**src/rtl/seq_multiplier.sv**
```systemverilog
`default_nettype none
// ============================================================================
// Module      : seq_multiplier
// Description : Unsigned shift-and-add multiplier. One partial-product step
//               per clock, WIDTH steps per multiply, registered product with
//               a one-cycle done pulse and back-to-back start from DONE.
// Revision    : 1.0 - initial release
// ============================================================================
module seq_multiplier #(
  parameter int WIDTH = 8
) (
  input  logic               clk,
  input  logic               reset,
  input  logic               start,
  input  logic [WIDTH-1:0]   a,
  input  logic [WIDTH-1:0]   b,
  output logic               ready,
  output logic               busy,
  output logic               done,
  output logic [2*WIDTH-1:0] product
);

  // Counter wide enough to hold WIDTH itself, so it never wraps early.
  localparam int            CW     = $clog2(WIDTH + 1);
  localparam logic [CW-1:0] C_LAST = CW'(WIDTH - 1);

  typedef enum logic [1:0] {
    S_IDLE = 2'd0,
    S_BUSY = 2'd1,
    S_DONE = 2'd2
  } state_t;

  state_t               r_state;
  state_t               w_next_state;
  logic [WIDTH-1:0]     r_mcand;
  logic [2*WIDTH-1:0]   r_acc;
  logic [CW-1:0]        r_cnt;
  logic [2*WIDTH-1:0]   r_product;

  logic                 w_accept;
  logic                 w_last_step;
  logic [WIDTH:0]       w_sum;
  logic [2*WIDTH-1:0]   w_acc_step;

  // Start is only honoured outside BUSY; the final step is when the
  // counter has already completed WIDTH-1 steps.
  assign w_accept    = start && (r_state != S_BUSY);
  assign w_last_step = (r_state == S_BUSY) && (r_cnt == C_LAST);

  // One shift-and-add step: conditional add into the upper half with carry,
  // then shift {carry, upper, lower} right by one.
  assign w_sum      = {1'b0, r_acc[2*WIDTH-1:WIDTH]}
                    + (r_acc[0] ? {1'b0, r_mcand} : {(WIDTH+1){1'b0}});
  assign w_acc_step = {w_sum, r_acc[WIDTH-1:1]};

  // State register.
  always_ff @(posedge clk) begin
    if (reset) begin
      r_state <= S_IDLE;
    end else begin
      r_state <= w_next_state;
    end
  end

  // Next-state logic.
  always_comb begin
    w_next_state = r_state;
    case (r_state)
      S_IDLE:  if (start) w_next_state = S_BUSY;
      S_BUSY:  if (w_last_step) w_next_state = S_DONE;
      S_DONE:  w_next_state = start ? S_BUSY : S_IDLE;
      default: w_next_state = S_IDLE;
    endcase
  end

  // Datapath: operand load on accept, one step per BUSY cycle, product
  // captured only on the edge that enters DONE.
  always_ff @(posedge clk) begin
    if (reset) begin
      r_mcand   <= '0;
      r_acc     <= '0;
      r_cnt     <= '0;
      r_product <= '0;
    end else if (w_accept) begin
      r_mcand <= a;
      r_acc   <= {{WIDTH{1'b0}}, b};
      r_cnt   <= '0;
    end else if (r_state == S_BUSY) begin
      r_acc <= w_acc_step;
      r_cnt <= r_cnt + 1'b1;
      if (w_last_step) begin
        r_product <= w_acc_step;
      end
    end
  end

  // Status outputs depend only on state, so no input reaches an output
  // combinationally.
  assign ready   = (r_state != S_BUSY);
  assign busy    = (r_state == S_BUSY);
  assign done    = (r_state == S_DONE);
  assign product = r_product;

endmodule
`default_nettype wire

```
**config.mk**
```make
export PLATFORM = sky130hd
export DESIGN_NAME = seq_multiplier
export DESIGN_NICKNAME = d
export VERILOG_FILES = /design/src/rtl/seq_multiplier.sv
export SDC_FILE = /design/constraint.sdc
export NUM_CORES = 1
export LEC_CHECK = 0
export CORE_ASPECT_RATIO = 0.7
export CORE_MARGIN = 2
export CORE_UTILIZATION = 40
export CTS_CLUSTER_SIZE = 16
export DETAILED_ROUTE_END_ITERATION = 10
export HOLD_SLACK_MARGIN = 0.08
export PLACE_DENSITY = 0.68
export SKIP_LAST_GASP = 1
export SLEW_MARGIN = 40
export SYNTH_ARGS = -nofsm -noshare
export SYNTH_HDL_FRONTEND = slang
export SYNTH_SLANG_ARGS = --single-unit
```
**constraint.sdc**
```tcl
create_clock -name clk -period 1.95 [get_ports clk]
set_input_delay 0.2925 -clock clk [delete_from_list [all_inputs] [get_ports clk]]
set_output_delay 0.2925 -clock clk [all_outputs]
set_load 0.02 [all_outputs]
```
After elaboration in Yosys (flattened, before gate mapping). Cells that the tools add are included. Widths: inputs -> output; s select.

Register bits: 46. Logic and storage cells: 29.

Add/sub/neg operators: 2. Eq/ne operators: 6. Muxes and demuxes: 7. Bitwise gates (word level): 1. Reduce and logical (&&, ||, !) cells: 7.

Operators by type and width (count): $mux 8 (3); $add 8x8->9 (1); $pmux 2 s3 (1); $add 4x1->4 const B (1); $eq 4x3->1 const B (1); $mux 2 (2); $ne 2x1->1 const B (2); $reduce_and 3->1 (1); $eq 2x1->1 const B (1); $eq 2x2->1 const B (1); $logic_and 1x1->1 (2); $logic_not 2->1 (1); $ne 2x2->1 const B (1); $reduce_and 2->1 (1); $reduce_bool 2->1 (1); $reduce_or 2->1 (1); $mux 1 (1); $not 1->1 (1).

Logic depth before layout (Yosys ltp).
Depth in word-level cells: 4. Mapped depth: 7.

Worst setup path after synthesis. Ideal clock, no wire load.

Kind: flip-flop to flip-flop. From: register r_acc[0]. To: register r_product[13], in the netlist product[13]. Library setup time: 62 ps. Arrival: 1911 ps. Required time: 1888 ps. Slack: -22 ps. Stages on the path, launching flop included: 8. Period minus slack after synthesis: 1972 ps. Cells stage by stage: dfxtp_1 and2_1 ha_1 fa_1 a21oi_1 o21ai_0 a2111o_1 nand3_1.

Longest elaborated chain between the ends: 2.

RTL lines: from (decl) (line 36) `logic [2*WIDTH-1:0] r_acc;`; from (signal assigned) (line 86) `r_acc <= {{WIDTH{1'b0}}, b};`; from (signal assigned) (line 89) `r_acc <= w_acc_step;`; $mux 8 (line 53) `+ (r_acc[0] ? {1'b0, r_mcand} : {(WIDTH+1){1'b0}});`; $add 8x8->9 (line 53); to (signal assigned) (line 92) `r_product <= w_acc_step;`; to (decl) (line 38) `logic [2*WIDTH-1:0] r_product;`.

No other way between the ends. A chain may end at the register's enable or synchronous reset.

Worst setup path after layout.
From: register r_acc[0]. To: register r_product[14], in the netlist product[14].

The elaborated chain is that of the path after synthesis.

==> results by group <==
Final layout
  – Most frequent cells in the layout: dfxtp_1 (45), nand2_1 (39), clkdlybuf4s50_1 (36)
  – Most common cell after layout, fill and taps aside: dfxtp_1
  – Layout area overhead: 32.71%
  – Fin nets: 343
  – Non-Filler Instances: 387
  – Reg area: 924.6 sq um
  – Antenna diodes: 0
  – Area of the multi-input gates: 1230 sq um
  – Final Cell Area: 2909 sq um
  – Fillers: 480
  – Share of layout cells above drive strength 1: 13.65%

Synthesis
  – Primary FF master, synth: dfxtp_1
  – Synth top area share: 42.01%
  – Register area share after synthesis: 42.01%
  – Fraction of registers with async set/reset: 0%
  – Syn avg cell area: 8.272 sq um
  – Ys Warns: 0
  – Syn_nets: 294
  – Flops & latches, synth: 46
  – EDFF count, synth: 0
  – Synth area leader: dfxtp_1
  – Yosys cell types: 37
  – Cell Area, Synth: 2192 sq um
  – Cells after Synth: 265
  – Area contributors post-synth: dfxtp_1 (42%), a21oi_1 (7.3%), nand2_1 (6.7%), ha_1 (5.1%), nand3_1 (4.1%)

Pwr
  – Logic pwr share: 12.2%
  – LEAKAGE: 1.095 nW
  – Flop pwr share: 54.5%
  – Max VDD drop: 0.3509 mV
  – Power Dens Cells: 628.8 nW/um^2
  – Clock group share of total power: 33.3%
  – Net Sw Frac: 27.09%
  – Int Power: 0.001334 W
  – NetSw: 0.0004956 W

Clock tree
  – Num CTS Buffers: 5
  – Clock-pin slew on the worst setup and hold paths: 100 ps
  – Clock sinks: 46
  – CTS root buf: clkbuf_8
  – CTS tree: yes
  – H-tree lvl count: 2
  – Clock tree buffer depth: 2
  – Worst-skew pair later-pin latency: 310 ps
  – # hold bufs at CTS: 0

Flow run
  – Maxcap violations: 0

STA
  – Final Hold Fails: 0
  – Unrepaired setup endpoints after global routing: true
  – Relative slew slack: 72.91%
  – Highest clock rate: 526.0 MHz
  – Tcrit/Tclk final: 97.50%
  – Worst slew pin tran: 406.4 ps
  – Max Slew Vio Count: 0
  – Tmin final: 1901 ps
  – Final setup viols: 0
  – Layout Skew: 10.51 ps

Detailed routing
  – Avg WL per Cell: 14.70 um
  – DR DRC count: 0
  – Via/cell ratio: 5.302
  – Post-route ant nets: 0
  – Total Wirelength: 5689 um
  – 1st-iter DRT viols: 144
  – Length of the first detailed-routing pass in iterations: 5
  – Vias post-DR: 2052

GRT
  – Vias in the first global route: 1896
  – Total track usage: 20.18%
  – Initial antenna violation count: 0
  – Largest net degree at the start of global routing: 25
  – GRT overflow: 0
  – First-pass GRT wire length: 9549 um

Placement
  – PortBufs: 37
  – Gpl congestion: 0.8617
  – Cells after DPL: 377
  – Area of placed instances: 2734 sq um
  – DP Wirelength: 4052 um

Setup path
  – CP max stage delay: 500 ps
  – Worst-path cell chain: and2_1, ha_1, a21oi_4, o21ai_1, or4_1, nand3_1
  – Data required, critical path: 2210 ps
  – Crit path max fanout: 6
  – Buf/Inv on CP: 0
  – WP depth: 6
  – Reg2reg setup slack: 50 ps
  – Reg2reg start: r_acc[0]
  – Crit path to: product[14]
  – CP Class: reg2reg
  – Slowest cell on crit path: or4_1
  – Startpoint Class: register
  – CP Data Arrival Time: 2160 ps
  – Worst setup EP type: register
  – FF-to-FF path depth: 6
  – Crit path launch: r_acc[0]
  – Crit path max-delay family: simple AND/OR/NAND/NOR gates
  – R2r endpoint: product[14]

Die
  – Die area: 6098 sq um
  – Die H: 65.94 um
  – Top Ports: 38
  – Core ar.: 5258 sq um
  – Die width: 92.48 um
  – Row cnt: 22
  – Initial Util: 41.69%

Min path
  – Hold WC Path Type: reg2reg

Run status
  – Outcome: finished clean
-- power by group through the flow --
stage	Clock (W)	Sequential [W]	Combinational, W
2_1_floorplan	0	0.00101	0.000127
3_3_place_gp	0	0.00102	0.000214
3_5_place_dp	0	0.00102	0.000218
4_1_cts	0.000615	0.000996	0.000221
5_1_grt	0.000667	0.00100	0.000249
6_report	0.000608	0.000997	0.000224
-- repair_timing --
action                                  CTS  global route
endpoints found under the setup margin    4             7
gates resized for setup                   2            14
pin swaps                                 0             4
setup buffers                             0             2
hold endpoints to repair                  0             0
-- registers in the layout, summed over array words and instances, names as in the netlist --
| signal | cells |
|---|---|
| r_cnt | 4 |
| r_mcand | 8 |
| product | 16 |
| r_acc | 16 |
| r_state | 2 |
-- Yosys cell counts (2+ instances only) --
| cell type | count |
|---|---|
| a211oi_1 | 11 |
| a21oi_1 | 32 |
| and2_1 | 8 |
| buf_2 | 7 |
| clkbuf_1 | 11 |
| dfxtp_1 | 46 |
| ha_1 | 9 |
| inv_1 | 5 |
| mux2i_1 | 8 |
| nand2_1 | 39 |
| nand2b_1 | 4 |
| nand3_1 | 18 |
| nand3b_1 | 8 |
| nor2_1 | 20 |
| nor2b_1 | 2 |
| nor3_1 | 3 |
| o211ai_1 | 5 |
| o21ai_0 | 4 |
| o31ai_1 | 2 |
| or3_1 | 3 |
| xnor2_1 | 3 |
| xor2_1 | 2 |
-- logic make-up (layout without fill, tap and decap cells) --
family	Yosys count	in the layout	synth area share (%)
flip-flops	46	46	42.01
buffers and inverters	24	74	4.852
adder cells (fa/ha/maj)	10	10	6.050
AO/OA/AOI/OAI	61	61	17.07
AND/OR/NAND/NOR	111	111	24.37
XOR/XNOR	5	5	1.998
multiplexers	8	8	3.653
-- metrics by stage --
step                hold slack (ps)  setup slack, ps  total power, W  setup TNS (ps)  util [%]
floorplan                     431.7            27.07        0.001136               0         -
global placement              442.5            4.703        0.001231               0     52.00
detailed placement            447.0           -67.04        0.001235          -83.17     52.00
CTS                           461.4           -5.920        0.001831          -5.920     53.97
global route                  480.3           -54.21        0.001919          -81.29     55.33
finish                        460.5            48.81        0.001829               0     55.33
-- tightest hold or removal path, cell delays in order, from the launching register on --
cell,delay (ps)
dfxtp_1,320
nand2_1,50
a21oi_1,50
-- layout make-up --
| cell class | count | share of cell area [%] |
|---|---|---|
| clock buffers | 5 | 2.366 |
| inverters | 5 | 0.6452 |
| flip-flops and latches | 46 | 31.78 |
| multi-input cells | 195 | 42.28 |
| clock inverters | 3 | 0.8172 |
| well taps | 72 | 3.097 |
| repair buffers | 61 | 19.01 |
-- metal layers --
layer | up-vias | share of wire, % | track usage, %
li1 | 1032 | - | -
met1 | 951 | 54 | 31.04
met2 | 61 | 38 | 27.28
met3 | 8 | 6.9 | 4.333
met4 | 0 | 1.1 | 6.716
met5 | - | 0 | 0
-- worst min-delay path by stage --
stage / slack, ps / startpoint / to / depth (start not counted)
3_3_place_gp: 440 / r_mcand[6] / r_mcand[6] / 2
4_1_cts: 460 / product[15] / product[15] / 2
5_1_grt: 480 / product[15] / product[15] / 2
6_report: 460 / product[15] / product[15] / 2
3_5_place_dp: 450 / r_mcand[3] / r_mcand[3] / 2
2_1_floorplan: 430 / r_mcand[0] / r_mcand[0] / 2
Power figures use the tool's default switching activity.
